**src/rtl/ai_pkg.sv**
```systemverilog
// Shared types and helpers for the AI vector multiply-accumulate engine.
// Op encodings, FSM state type, and accumulator saturation.
package ai_pkg;

  typedef enum logic [1:0] {
    AI_OP_DOT_WRAP  = 2'b00,
    AI_OP_DOT_SAT   = 2'b01,
    AI_OP_DOT_RELU  = 2'b10,
    AI_OP_DOT_SHIFT = 2'b11
  } ai_op_t;

  typedef enum logic [1:0] {
    AI_ST_IDLE,
    AI_ST_ACCUM,
    AI_ST_POST,
    AI_ST_DONE
  } ai_mac_state_t;

  localparam int AI_SAT_W = 64;

  // Clamp a wide signed value into the signed range of an acc_w-bit register.
  function automatic logic signed [AI_SAT_W-1:0] sat_acc(
    input logic signed [AI_SAT_W-1:0] value,
    input int                         acc_w
  );
    logic signed [AI_SAT_W-1:0] v_max;
    logic signed [AI_SAT_W-1:0] v_min;
    v_max = (64'sd1 <<< (acc_w - 1)) - 64'sd1;
    v_min = -v_max - 64'sd1;
    if (value > v_max) return v_max;
    if (value < v_min) return v_min;
    return value;
  endfunction

endpackage

```
**src/rtl/ai_lane_reduce.sv**
```systemverilog
// Combinational lane reduction: signed element-wise products of two packed
// vectors summed into one sign-extended beat sum.
module ai_lane_reduce
  import ai_pkg::*;
#(
  parameter int LANES = 4,
  parameter int EW    = 8,
  parameter int SUM_W = 2 * EW + $clog2(LANES)
) (
  input  logic [LANES*EW-1:0]     i_a,
  input  logic [LANES*EW-1:0]     i_b,
  output logic signed [SUM_W-1:0] o_sum
);

  localparam int PW = 2 * EW;

  logic signed [PW-1:0]    w_prod [LANES];
  logic signed [SUM_W-1:0] w_tree;

  for (genvar g = 0; g < LANES; g++) begin : g_lane
    logic signed [PW-1:0] w_ea;
    logic signed [PW-1:0] w_eb;
    assign w_ea      = PW'(signed'(i_a[g*EW +: EW]));
    assign w_eb      = PW'(signed'(i_b[g*EW +: EW]));
    assign w_prod[g] = w_ea * w_eb;
  end

  always_comb begin
    w_tree = '0;
    for (int i = 0; i < LANES; i++) begin
      w_tree = w_tree + SUM_W'(w_prod[i]);
    end
  end

  assign o_sum = w_tree;

endmodule

```
**src/rtl/ai_vector_mac_engine.sv**
```systemverilog
// Multi-cycle vector MAC engine: takes a command, reduces LEN operand beats
// into one accumulator, post-processes it and holds the result on valid/ready.
module ai_vector_mac_engine
  import ai_pkg::*;
#(
  parameter int LANES = 4,
  parameter int EW    = 8,
  parameter int ACC_W = 32,
  parameter int LEN_W = 5
) (
  input  logic                i_clk,
  input  logic                i_rst_n,
  input  logic                i_cmd_valid,
  output logic                o_cmd_ready,
  input  logic [1:0]          i_cmd_op,
  input  logic [LEN_W-1:0]    i_cmd_len,
  input  logic [4:0]          i_cmd_shift,
  input  logic                i_in_valid,
  output logic                o_in_ready,
  input  logic [LANES*EW-1:0] i_in_a,
  input  logic [LANES*EW-1:0] i_in_b,
  input  logic                i_abort,
  output logic                o_out_valid,
  input  logic                i_out_ready,
  output logic [ACC_W-1:0]    o_out_data,
  output logic                o_busy
);

  localparam int SUM_W  = 2 * EW + $clog2(LANES);
  localparam int WIDE_W = ((ACC_W > SUM_W) ? ACC_W : SUM_W) + 2;
  localparam int CW     = LEN_W + 1;

  ai_mac_state_t           r_state;
  ai_mac_state_t           w_state_nxt;
  ai_op_t                  r_op;
  logic [LEN_W-1:0]        r_len;
  logic [LEN_W-1:0]        r_cnt;
  logic [4:0]              r_shift;
  logic signed [ACC_W-1:0] r_acc;
  logic signed [ACC_W-1:0] r_out_data;
  logic signed [ACC_W-1:0] w_acc_nxt;
  logic signed [ACC_W-1:0] w_result;
  logic signed [SUM_W-1:0] w_beat_sum;
  logic signed [WIDE_W-1:0] w_wide_sum;
  logic                    w_cmd_take;
  logic                    w_beat_take;
  logic                    w_last_beat;
  logic                    w_abort;

  ai_lane_reduce #(
    .LANES (LANES),
    .EW    (EW)
  ) u_lane_reduce (
    .i_a   (i_in_a),
    .i_b   (i_in_b),
    .o_sum (w_beat_sum)
  );

  assign w_abort     = i_abort && (r_state != AI_ST_IDLE);
  assign w_cmd_take  = (r_state == AI_ST_IDLE) && i_cmd_valid;
  assign w_beat_take = (r_state == AI_ST_ACCUM) && i_in_valid;
  assign w_last_beat = (CW'(r_cnt) + CW'(1)) == CW'(r_len);

  // Headroom above both operands so the saturating path sees the true sum.
  assign w_wide_sum = WIDE_W'(r_acc) + WIDE_W'(w_beat_sum);
  assign w_acc_nxt  = (r_op == AI_OP_DOT_WRAP)
                    ? ACC_W'(w_wide_sum)
                    : ACC_W'(sat_acc(AI_SAT_W'(w_wide_sum), ACC_W));

  always_comb begin
    w_result = r_acc;
    case (r_op)
      AI_OP_DOT_RELU:  if (r_acc < 0) w_result = '0;
      AI_OP_DOT_SHIFT: w_result = r_acc >>> r_shift;
      default:         w_result = r_acc;
    endcase
  end

  always_comb begin
    w_state_nxt = r_state;
    case (r_state)
      AI_ST_IDLE: begin
        if (w_cmd_take) begin
          w_state_nxt = (i_cmd_len == '0) ? AI_ST_POST : AI_ST_ACCUM;
        end
      end
      AI_ST_ACCUM: if (w_beat_take && w_last_beat) w_state_nxt = AI_ST_POST;
      AI_ST_POST:  w_state_nxt = AI_ST_DONE;
      AI_ST_DONE:  if (i_out_ready) w_state_nxt = AI_ST_IDLE;
      default:     w_state_nxt = AI_ST_IDLE;
    endcase
    if (w_abort) w_state_nxt = AI_ST_IDLE;
  end

  always_ff @(posedge i_clk or negedge i_rst_n) begin
    if (!i_rst_n) begin
      r_state <= AI_ST_IDLE;
    end else begin
      r_state <= w_state_nxt;
    end
  end

  // Abort wipes partial work but leaves the last delivered result visible.
  always_ff @(posedge i_clk or negedge i_rst_n) begin
    if (!i_rst_n) begin
      r_op       <= AI_OP_DOT_WRAP;
      r_len      <= '0;
      r_shift    <= '0;
      r_cnt      <= '0;
      r_acc      <= '0;
      r_out_data <= '0;
    end else if (w_abort) begin
      r_acc <= '0;
      r_cnt <= '0;
    end else begin
      if (w_cmd_take) begin
        r_op    <= ai_op_t'(i_cmd_op);
        r_len   <= i_cmd_len;
        r_shift <= i_cmd_shift;
        r_acc   <= '0;
        r_cnt   <= '0;
      end
      if (w_beat_take) begin
        r_acc <= w_acc_nxt;
        r_cnt <= r_cnt + LEN_W'(1);
      end
      if (r_state == AI_ST_POST) begin
        r_out_data <= w_result;
      end
    end
  end

  assign o_cmd_ready = (r_state == AI_ST_IDLE);
  assign o_in_ready  = (r_state == AI_ST_ACCUM);
  assign o_out_valid = (r_state == AI_ST_DONE);
  assign o_busy      = (r_state != AI_ST_IDLE);
  assign o_out_data  = r_out_data;

endmodule
```
**config.mk**
```make
export PLATFORM = sky130hd
export DESIGN_NAME = ai_vector_mac_engine
export DESIGN_NICKNAME = d
export VERILOG_FILES = /design/src/rtl/ai_pkg.sv /design/src/rtl/ai_lane_reduce.sv /design/src/rtl/ai_vector_mac_engine.sv
export SDC_FILE = /design/constraint.sdc
export NUM_CORES = 1
export LEC_CHECK = 0
export BUFFER_PORTS_ARGS = -buffer_cell sky130_fd_sc_hd__buf_2
export CORE_UTILIZATION = 35
export CTS_CLUSTER_DIAMETER = 30
export DETAILED_ROUTE_END_ITERATION = 6
export PLACE_DENSITY_LB_ADDON = 0.08
export SYNTH_ARGS = -nofsm -noshare
export SYNTH_HDL_FRONTEND = slang
export SYNTH_HIERARCHICAL = 1
export SYNTH_SLANG_ARGS = --single-unit
```
**constraint.sdc**
```tcl
create_clock -name i_clk -period 3.7 [get_ports i_clk]
set_clock_uncertainty 0.2 [all_clocks]
set_input_delay 0.555 -clock i_clk [delete_from_list [all_inputs] [get_ports i_clk]]
set_output_delay 0.555 -clock i_clk [all_outputs]
set_load 0.01 [all_outputs]
```
Yosys cells after proc, flatten, opt, wreduce, memory -nomap -nowiden. Cells that the tools add are included.

Muxes and demuxes: 22. Equality and inequality tests: 9. Shift operators: 1. Multipliers: 4. Bitwise operators: 1. Reductions and logical operators: 12. $add $sub $neg: 6. $lt $le $gt $ge: 3.

Operator list (count): $mux W32 (9); $mul A8 B8 Y16 (4); $pmux W32 S2 (1); $add A32 B18 Y33 (1); $gt A33 B32 Y1 const B (1); $lt A33 B32 Y1 const B (1); $lt A32 B1 Y1 const B (1); $sshr A32 B5 Y32 (1); $add A17 B16 Y18 (1); $add A18 B16 Y18 (1); $add A16 B16 Y17 (1); $mux W5 (3); $mux W2 (5); $ne A3 B1 Y1 const B (3); $eq A2 B2 Y1 const B (4); $pmux W2 S4 (1); $add A5 B1 Y6 const B (1); $eq A6 B5 Y1 (1); $add A5 B1 Y5 const B (1); $logic_not A5 Y1 (1); $logic_and A1 B1 Y1 (4); $logic_not A2 Y1 (2); $reduce_and A2 Y1 (2); $mux W1 (3); 5 further kinds (5).

Logic and storage cells: 65. Register bits after elaboration: 83.

Logic depth before layout (Yosys ltp).
Depth after elaboration: 13. Gate-level depth with buffers: 33. Depth with buffers taken out: 31.

Cells and area by module. Netlist, hierarchy kept.

By module, submodules not included: ai_lane_reduce (sequential area each 0.0 um2, cells each 1142, area each 11041.8 um2, times used 1); ai_vector_mac_engine (sequential area each 2077.0 um2, cells each 761, area each 7116.8 um2, times used 1).

Least setup slack after synthesis. OpenSTA, ideal clock, no wires.

Kind: input-to-reg. Start point: input i_in_b[16]. End point: register r_acc[1]. Stages: 32. Arrival time: 9316 ps. Setup slack: -5942 ps. Library setup time: 126 ps. Required time: 3374 ps. Path buffers: 2. Path through: nand2_1 -> inv_1 -> fa_1 -> inv_1 -> fa_1 -> inv_1 -> fa_1 -> inv_1 -> fa_1 -> inv_1 -> fa_1 -> inv_1 -> fa_1 -> fa_1 -> fa_1 -> inv_1 -> ha_1 -> a21oi_1 -> and3_1 -> a21boi_0 -> xnor2_1 -> ha_1 -> and2_1 -> buf_2 -> a21o_1 -> a31oi_1 -> a21boi_0 -> nor3_2 -> xor2_2 -> a31oi_2 -> buf_6 -> a221o_1.

Word-level cells in the longest chain between the ends: 12. Elaborated cells between the ends (all ways): 15. Those cells by class: add/sub (3); mul (1); order compare (2); mux (9).

Ends and longest elaborated chain: start: declaration (line ai_vector_mac_engine.sv:21) `input logic [LANES*EW-1:0] i_in_b,`; $mul A8 B8 Y16 * (line ai_lane_reduce.sv:25) `assign w_prod[g] = w_ea * w_eb;`; $add A17 B16 Y18 * (line ai_lane_reduce.sv:31) `w_tree = w_tree + SUM_W'(w_prod[i]);`; $add A18 B16 Y18 * (line ai_lane_reduce.sv:31); via w_beat_sum[17] (line ai_vector_mac_engine.sv:43) `logic signed [SUM_W-1:0] w_beat_sum;`; $add A32 B18 Y33 * (line ai_vector_mac_engine.sv:65) `assign w_wide_sum = WIDE_W'(r_acc) + WIDE_W'(w_beat_sum);`; $lt A33 B32 Y1 (line ai_pkg.sv:31) `if (value < v_min) return v_min;`; $mux W1 (2 in a row) (line ai_pkg.sv:31); $mux W32 (line ai_pkg.sv:32) `return value;`; $mux W32 * (line ai_pkg.sv:31); $mux W32 * (line ai_vector_mac_engine.sv:67) `? ACC_W'(w_wide_sum)`; $mux W32 * (line ai_vector_mac_engine.sv:123) `if (w_beat_take) begin`; $mux W32 * (line ai_vector_mac_engine.sv:112) `end else if (w_abort) begin`; end signal: assignment (line ai_vector_mac_engine.sv:124) `r_acc <= w_acc_nxt;`; end: declaration (line ai_vector_mac_engine.sv:39) `logic signed [ACC_W-1:0] r_acc;`.

Mark *: on every way through the listed nets, which the timed path passes. The rest lies on a longest branch. The select of a mux whose other input is x is not followed. A chain may end at the register's enable or synchronous reset.

Worst setup path after layout.
Start point: input i_in_a[27]. End point: register r_acc[26].

Word-level cells in the longest chain between the ends: 11. Elaborated cells between the ends (all ways): 14. Those cells by class: add/sub (2); mul (1); order compare (2); mux (9).

Ends and longest elaborated chain: start: declaration (line ai_vector_mac_engine.sv:20) `input logic [LANES*EW-1:0] i_in_a,`; $mul A8 B8 Y16 * (line ai_lane_reduce.sv:25); $add A18 B16 Y18 * (line ai_lane_reduce.sv:31); via w_beat_sum[10] (line ai_vector_mac_engine.sv:43); $add A32 B18 Y33 * (line ai_vector_mac_engine.sv:65); $lt A33 B32 Y1 (line ai_pkg.sv:31); $mux W1 (2 in a row) (line ai_pkg.sv:31); $mux W32 (line ai_pkg.sv:32); $mux W32 (line ai_pkg.sv:31); $mux W32 * (line ai_vector_mac_engine.sv:67); $mux W32 * (line ai_vector_mac_engine.sv:123); $mux W32 * (line ai_vector_mac_engine.sv:112).

Marked as above.

==> summary.txt <==
Tmin final = 8760 ps
EDFF count, synth = 0
cell mode on critical path = fa_1
Max-slew headroom = 29.9%
#FFs+latches synth = 83
Syn Area/Cell = 9.54 µm²
GRT Total Usage = 19.8%
Worst Setup End Kind = register
commonest cells after routing, fill and taps aside = inv_1 (354), fa_1 (296), buf_4 (284), nand2_1 (187), and2_1 (130)
first-pass GRT wire length = 81,900 µm
Final Cycle Share = 237%
Post-Synth XOR/XNOR Area = 3.20%
WP data required = 3790 ps
Worst setup SP type = primary input
diode count = 0
asr flop ratio synth = 100%
Ports = 118
initial antenna violation count = 0
cts bufs inserted = 9
CTS tree = yes
H-tree levels = 3
Worst EP arrival = 8850 ps
final setup vio count = 32
Syn Inst Count = 1,903
crit-path max FO = 15
vias = 14,200
Placed Area = 21,600 µm²
drt first-iter violations = 434
crit path kind = in2reg
vias in the first global route = 15,300
Slew Limit Fails = 0
number of core rows = 83
total congestion overflow = 0
Synth Area in Compound Gates = 11.1%
mapped cell area = 18,200 µm²
largest net degree at the start of global routing = 84
most common flop cell mapped by yosys = dfrtp_1
TritonRoute pass-1 iters = 5
initial core utilization = 35.4%
Final nets = 2,812
Net Count, Synth = 2,438
Netlist cell types = 82
Yosys warnings = 6
die area = 52,800 µm²
CORE AREA = 51,300 µm²
Clock Tree Root = clkbuf_16
Final WS setup = -5060 ps
Placer Congestion = 0.872
Via density = 4.80
status = complete, but fails checks
Port Buf Inserts = 117
Clock transition at path regs = 60 ps
post-synthesis simple-gate area fraction = 13.3%
drt drc = 0
Die W = 230 µm
Slowest cell on crit path = fa_1
Layout area overhead = 27.4%
largest family of logic cells by synthesized area = adder cells
Post-Synth Adder-Cell Area = 44.4%
FMAX = 114 MHz
post-DP HPWL = 44,000 µm
failing checks = negative setup slack
final wirelength = 51,100 µm
Hold-fix buffers, CTS = 0
mux cell area share after synthesis = 6.56%
RSZ-0062 raised after global routing = yes
HP Class = in2async
CTS Buffer Depth = 2
share of cells above drive strength 1 = 29.7%
cell area after layout = 23,100 µm²
die height = 230 µm
CP max stage delay = 570 ps
drt wl/cell = 17.2 µm
Worst-Skew Late Latency = 350 ps
Seq/Total Area, Yosys = 11.4%
Worst-Margin Slew = 1050 ps
CTS sink count = 83
Final ANT Viol Nets = 0
Final Hold Fails = 0
MaxCap Viol Count = 0
most common cell after layout, fill and taps aside = inv_1
[registers in the layout, summed over array words and instances, names as in the netlist]
register,flops
r_state,2
r_len,5
r_cnt,5
r_acc,32
r_shift,5
o_out_data,32
r_op,2
[critical path: cells and delay by family]
family | cells | cell delay [ps]
buf+inv | 9 | 960
compound gates | 8 | 1820
simple gates | 5 | 830
fa+ha+maj | 10 | 4590
xor+xnor | 1 | 90
[what timing repair did]
action                     4_1_cts  5_1_grt
gates cloned                     4        2
resized for setup              122      111
buffers inserted                24       11
pin swaps                       97       66
setup endpoints to repair       32       32
[synthesized netlist by cell type (3+ instances only)]
library cell  count  area share (%)
inv_1           396             8.2
buf_2             7            0.19
nor2_1           45            0.93
buf_4             3            0.12
a221o_1          31             1.7
xnor2_1          37             1.8
nand2_1         197             4.1
a31oi_1           7            0.24
a311oi_1          3            0.14
mux4_2           30             3.7
nand3_1          19            0.52
clkbuf_1         26            0.54
nand2b_1         15            0.52
a32oi_1           3            0.14
mux2_2           20             1.2
a21o_1           17            0.70
clkbuf_8          4            0.30
nor2b_1          11            0.38
a21boi_0          6            0.25
o21a_1            5            0.21
a211o_1           3            0.14
a211oi_1          7            0.29
o211ai_1          7            0.29
fa_1            319              35
nor3_1            5            0.14
buf_1             7            0.14
dfrtp_1          83              11
nand4_1           4            0.14
and2_1          153             5.3
ha_1            134             9.2
xor2_1           23             1.1
o21bai_1         10            0.41
and3_2            3            0.12
a22oi_1          27             1.1
a21oi_1          47             1.3
nor3b_1           3            0.12
buf_6             7            0.43
o21ai_0          99             2.7
mux2i_1          29             1.6
[metal layers]
metal / GRT usage (%) / share of wire, % / up-vias / routed length [µm]
met5: 0 / 0 / - / 0
met4: 2.81 / 1.2 / 0 / 592
met3: 0.682 / 1.4 / 28 / 704
met2: 40.4 / 58 / 141 / 29700
met1: 23.0 / 39 / 7199 / 20100
li1: - / - / 6852 / -
[path summary, 6_finish.rpt]
check,startpoint,to,slack (ps),depth (start not counted)
worst max register to register,r_acc[0],r_acc[26],230,12
worst min-delay path,i_rst_n,r_state[0],150,1
worst min register to register,o_out_data[24],o_out_data[24],270,2
min in group i_clk,i_cmd_shift[2],r_shift[2],240,2
worst max-delay path,i_in_a[27],r_acc[26],-5060,33
max in group asynchronous,i_rst_n,o_out_data[29],2410,1
[area by class of cell]
| cell class | instances | area [µm²] |
|---|---|---|
| multi-input cells | 1368 | 15100 |
| flip-flops and latches | 83 | 2080 |
| clock inverters | 6 | 111 |
| repair buffers | 419 | 3290 |
| fillers | 5141 | 28200 |
| inverters | 396 | 1490 |
| well taps | 680 | 851 |
| clock buffers | 10 | 239 |
[per-stage QoR]
stage / hold WS, ps / cells / worst slack, ps / utilization [%] / setup TNS [ps]
2_1_floorplan: 59.4 / 1903 / -4950 / - / -157530
3_3_place_gp: 258 / 2906 / -5740 / 42.2 / -183230
3_5_place_dp: 266 / 2906 / -5780 / 42.2 / -183880
4_1_cts: 225 / 2949 / -5080 / 44.3 / -160880
5_1_grt: 233 / 2962 / -5320 / 45.1 / -169300
6_report: 149 / 2962 / -5060 / 45.1 / -160890
[kinds of logic (layout without fill, tap and decap cells)]
logic type / after synthesis / after routing
simple gates: 477 / 477
fa+ha+maj: 453 / 453
buf+inv: 452 / 831
compound gates: 296 / 296
flops: 83 / 83
mux: 79 / 79
xor+xnor: 63 / 63
Power is left out: the tool's default activity adds up to more than one toggle a clock period on the data nets, which glitch-free logic cannot reach.
